$ cat config.mk
export PLATFORM = sky130hd
export DESIGN_NAME = conv3x3_stream
export DESIGN_NICKNAME = d
export VERILOG_FILES = /design/src/rtl/conv3x3_stream.sv
export SDC_FILE = /design/constraint.sdc
export NUM_CORES = 2
export LEC_CHECK = 0
export ABC_CLOCK_PERIOD_IN_PS = 16550
export CAP_MARGIN = 20
export CORE_MARGIN = 5
export CORE_UTILIZATION = 40
export CTS_CLUSTER_SIZE = 8
export DETAILED_ROUTE_END_ITERATION = 8
export HOLD_SLACK_MARGIN = 0.03
export PLACE_DENSITY_LB_ADDON = 0.2
export SLEW_MARGIN = 20
export SYNTH_ARGS = -nofsm -noshare
export SYNTH_HDL_FRONTEND = slang
export SYNTH_SLANG_ARGS = --single-unit
$ cat constraint.sdc
create_clock -name iClk -period 16.55 [get_ports iClk]
set_clock_uncertainty 0.2 [all_clocks]
set_input_delay 3.31 -clock iClk [delete_from_list [all_inputs] [get_ports iClk]]
set_output_delay 3.31 -clock iClk [all_outputs]
set_load 0.005 [all_outputs]
$ cat src/rtl/conv3x3_stream.sv
// conv3x3_stream: streaming 3x3 valid-mode convolution with two line buffers and a 2-stage MAC pipeline
module conv3x3_stream #(
    parameter int In_W    = 8,
    parameter int Wt_W    = 8,
    parameter int Out_d_W = 32,
    parameter int IMG     = 28
) (
    input  logic                      iClk,
    input  logic                      iRsn,
    input  logic                      iInValid,
    input  logic [In_W-1:0]           iPixel,
    input  logic [9*Wt_W-1:0]         iWeight,
    input  logic signed [Out_d_W-1:0] iBias,
    output logic                      oOutValid,
    output logic signed [Out_d_W-1:0] oOutData,
    output logic                      oLastOut
);
    localparam int CW = $clog2(IMG);
    localparam int PW = In_W + Wt_W + 1;
    localparam int SW = PW + 4;
    localparam logic [CW-1:0] LAST = CW'(IMG - 1);
    localparam logic [CW-1:0] TWO  = CW'(2);

    logic [CW-1:0]             col_q, row_q, col_d, row_d;
    logic [In_W-1:0]           buf0_q [IMG];
    logic [In_W-1:0]           buf1_q [IMG];
    logic [In_W-1:0]           win_q [9];
    logic [In_W-1:0]           win_d [9];
    logic signed [PW-1:0]      prod_q [9];
    logic signed [PW-1:0]      prod_d [9];
    logic signed [Out_d_W-1:0] bias_q;
    logic signed [SW-1:0]      sum;
    logic                      win_ok, frame_end, p_vld_q, p_last_q;

    always_comb begin
        frame_end = (col_q == LAST) && (row_q == LAST);
        win_ok    = (row_q >= TWO) && (col_q >= TWO);
        col_d     = (col_q == LAST) ? '0 : col_q + CW'(1);
        row_d     = (col_q != LAST) ? row_q : (row_q == LAST) ? '0 : row_q + CW'(1);
        for (int i = 0; i < 3; i++) begin
            win_d[i*3]   = win_q[i*3+1];
            win_d[i*3+1] = win_q[i*3+2];
        end
        win_d[2] = buf1_q[IMG-1];
        win_d[5] = buf0_q[IMG-1];
        win_d[8] = iPixel;
        sum = '0;
        for (int k = 0; k < 9; k++) begin
            prod_d[k] = PW'($signed({1'b0, win_d[k]})) * PW'($signed(iWeight[k*Wt_W +: Wt_W]));
            sum       = sum + SW'(prod_q[k]);
        end
    end

    // Products and bias are captured at the accept edge, so a frame boundary never mixes kernels.
    always_ff @(posedge iClk) begin
        if (iInValid) begin
            buf0_q[0] <= iPixel;
            buf1_q[0] <= buf0_q[IMG-1];
            for (int k = 1; k < IMG; k++) begin
                buf0_q[k] <= buf0_q[k-1];
                buf1_q[k] <= buf1_q[k-1];
            end
            win_q  <= win_d;
            prod_q <= prod_d;
            bias_q <= iBias;
        end
    end

    always_ff @(posedge iClk or posedge iRsn) begin
        if (iRsn) begin
            col_q     <= '0;
            row_q     <= '0;
            p_vld_q   <= 1'b0;
            p_last_q  <= 1'b0;
            oOutValid <= 1'b0;
            oOutData  <= '0;
            oLastOut  <= 1'b0;
        end else begin
            if (iInValid) begin
                col_q <= col_d;
                row_q <= row_d;
            end
            p_vld_q   <= iInValid && win_ok;
            p_last_q  <= iInValid && frame_end;
            oOutValid <= p_vld_q;
            oLastOut  <= p_last_q;
            if (p_vld_q) oOutData <= Out_d_W'(sum) + bias_q;
        end
    end
endmodule
==> summary.md <==
| Metric | Value |
|---|---|
| Nets | ~5k |
| Detailed Route WL | a little under 100000 um |
| Flops & latches, synth | 695 |
| Top cell type's share of synthesized area | 42.3% |
| Hold wc startpoint | p_last_q |
| Fin crit period | between 7 and 8 ns |
| Die width | between 300 and 400 um |
| RSZ-0062 raised after global routing | no |
| Worst-margin pin slew | roughly 1.1 ns |
| Mapped Avg Cell Area | 12.8 sq um |
| Largest family of logic cells by synthesized area | adder cells |
| CTS max path bufs | 3 |
| Compound-cell area share of the yosys netlist | 4.15% |
| Synth warn | 0 |
| Synth Cell Area | ~46000 sq um |
| Vias per cell | a little under 5 |
| Total grt overflow | 0 |
| Largest net degree at the start of global routing | about 180 |
| Outcome | completed |
| CP max FO | 8 |
| GR Util All Layers | 16.5% |
| Critical path startpoint category | primary input |
| Clock-pin slew on the worst setup and hold paths | around 0.050 ns |
| Post-route DRC violation count | 0 |
| Hold_buf cts | 0 |
| Top cells by area, synth | edfxtp_1, fa_1, ha_1 |
| Adder-cell share of the synthesized area | 32.6% |
| Area growth, synth to finish | 13.4% |
| Number of synthesized flops with an enable pin | 649 |
| Final hold vios | 0 |
| Max Cap Viol | 0 |
| CTS tree | done |
| Slew Viols, Final | 0 |
| Synth Area in XOR/XNOR | 2.39% |
| Setup violations, final | 0 |
| Routability cong. | 0.830 |
| Class of the worst hold path | reg -> reg |
| Clk Latency, worst-skew pair | 0.67 ns |
| Post-CTS Resized | 0 |
| Hpwl dp | 75000 um |
| Ys async rst share | 6.62% |
| CP Class | in -> reg |
| Num CTS Buffers | 99 |
| DRT iter0 DRCs | 1540 |
| Core area | roughly 110000 sq um |
| Per-cell routed wire length | 18.2 um |
| Synth cell types | 69 |
| Post-synthesis instance total | about 3.6k |
| Initial Utilization | 40.3% |
| Fmax | 130 MHz |
| H-tree Lvls | 3 |
| TritonRoute pass-1 iters | 5 |
| Crit. Startpoint | iWeight[63] |
| Setup TNS | 0 ns |
| Die footprint | 122000 sq um |
| Setup repair bufs after CTS | 0 |
| Net Count, Synth | 4624 |
| Crit share post-route | between 40% and 50% |
| Mux cell area share after synthesis | less than 1% |
| Clock root cell | clkbuf_16 |
| Post-route ant nets | 0 |
| Die height | 350 um |
| Most frequent cell after synthesis | inv_1 |
| First-pass GRT wire length | 157000 um |
| Antenna violations before repair | 11 |
| R2r startpoint | prod_q[67] |
| Port bufs | roughly 150 |
| Top FF cell, synth | edfxtp_1 |
| Post-Synth Simple-Gate Area | 9.81% |
| Synth area leader | edfxtp_1 |
| Synth cell count leaders | inv_1, edfxtp_1, fa_1 |
| Slew headroom | 29.8% |
| CTS sink cnt | just under 700 |
| Required time of the critical path | 16.73 ns |
| Crit path capture type | flop |
| Arr. time, crit path | 7.90 ns |
| Vias in the first global route | 27.4k |
| # rows | 124 |
| Via count | 26.1k |
| Share of cells above drive strength 1 | 4.56% |
| Seq/Total Area, Yosys | ~45% |
| I/O Pins | ~150 |
-- worst max-delay path: stages --
cell             delay [ns]
clkdlybuf4s50_1        0.67
inv_1                  0.17
fa_1                   0.53
fa_1                   0.51
inv_1                  0.05
fa_1                   0.53
inv_1                  0.05
fa_1                   0.47
inv_1                  0.04
ha_1                   0.31
o21ai_1                0.13
a21boi_1               0.14
o41a_1                 0.36
a41o_1                 0.28
o41ai_2                0.23
xnor2_1                0.10
-- registers in the layout, indices dropped and copies added, names as in the netlist --
signal     flops
win_d         44
col_q          5
p_vld_q        1
p_last_q       1
bias_q        32
oLastOut       1
row_q          5
oOutValid      1
oOutData      32
buf1_q       210
prod_q       153
buf0_q       210
-- layer usage --
metal,GRT usage (%),up-vias,part of all wire (%)
met2,26.8,444,47
met4,3.47,6,1.8
met5,0,-,0.035
met1,23.3,13210,46
li1,-,12324,-
met3,3.22,115,4.7
-- layout make-up --
| class | instances | area [sq um] |
|---|---|---|
| Inverter | 667 | 2500 |
| Antenna cell | 8 | 20.0 |
| Tap cell | 1512 | 1890 |
| Multi-Input combinational cell | 2216 | 22900 |
| Clock buffer | 135 | 2630 |
| Sequential cell | 695 | 20600 |
| Clock inverter | 13 | 176 |
| Timing Repair Buffer | 156 | 1560 |
| Fill cell | 10335 | 62100 |
-- kinds of logic after synthesis --
kind of cell               count (synthesis)
AOI/OAI and AO/OA                        263
xor gates and xnor gates                 126
buffers and inverters                    687
DFF                                      695
muxes                                     25
adders and majority gates                911
and+or+nand+nor                          891
-- metrics by stage --
step           instances  setup slack, ns  instance area (sq um)  utilization (%)  hold WS [ns]
2_1_floorplan       3598             9.04                  46100                -         0.131
3_3_place_gp        5246             8.26                  49500             43.3         0.135
3_5_place_dp        5246             8.19                  49500             43.3         0.136
4_1_cts             5394             8.86                  52300             45.7         0.147
5_1_grt             5395             8.61                  52300             45.7         0.154
6_report            5402             8.83                  52300             45.7         0.146
-- placed cells by master (no fill, tap or decap), types with 6 or more instances in the layout --
cell type | Yosys | final
inv_1 | 667 | 666
edfxtp_1 | 649 | 649
fa_1 | 484 | 484
ha_1 | 427 | 427
and2_1 | 305 | 305
nand2_1 | 260 | 260
clkdlybuf4s50_1 | 0 | 147
nor2_1 | 134 | 134
xnor2_1 | 109 | 109
clkbuf_16 | 0 | 100
a21oi_1 | 74 | 74
nand2b_1 | 59 | 59
dfrtp_1 | 46 | 45
clkbuf_1 | 6 | 35
nor3_1 | 34 | 34
nand3_1 | 30 | 30
o21ai_0 | 24 | 24
nor2b_1 | 23 | 23
mux2_2 | 22 | 22
a21o_1 | 21 | 21
o21a_1 | 20 | 20
xor2_1 | 17 | 17
or3_1 | 12 | 12
o41ai_1 | 12 | 12
nand4_1 | 10 | 10
o21ai_1 | 10 | 10
o211ai_1 | 9 | 9
diode_2 | 0 | 8
o31ai_1 | 8 | 8
a31oi_1 | 8 | 8
a41o_1 | 8 | 8
o21bai_1 | 8 | 8
o41a_1 | 8 | 8
and3_1 | 7 | 7
buf_4 | 2 | 6
-- path summary, 6_finish.rpt --
| check | endpoint | slack (ns) | cells past startpoint |
|---|---|---|---|
| max in group asynchronous | p_vld_q | 12.70 | 2 |
| min in group asynchronous | row_q[2] | 2.92 | 2 |
| worst max register to register | oOutData[28] | 10.22 | 15 |
| worst min register to register | oLastOut | 0.15 | 0 |
| worst min-delay path | oLastOut | 0.15 | 0 |
| worst max-delay path | prod_q[33] | 8.83 | 16 |
Power is left out: the tool's default activity adds up to more than one toggle a clock period on the data nets, which glitch-free logic cannot reach.
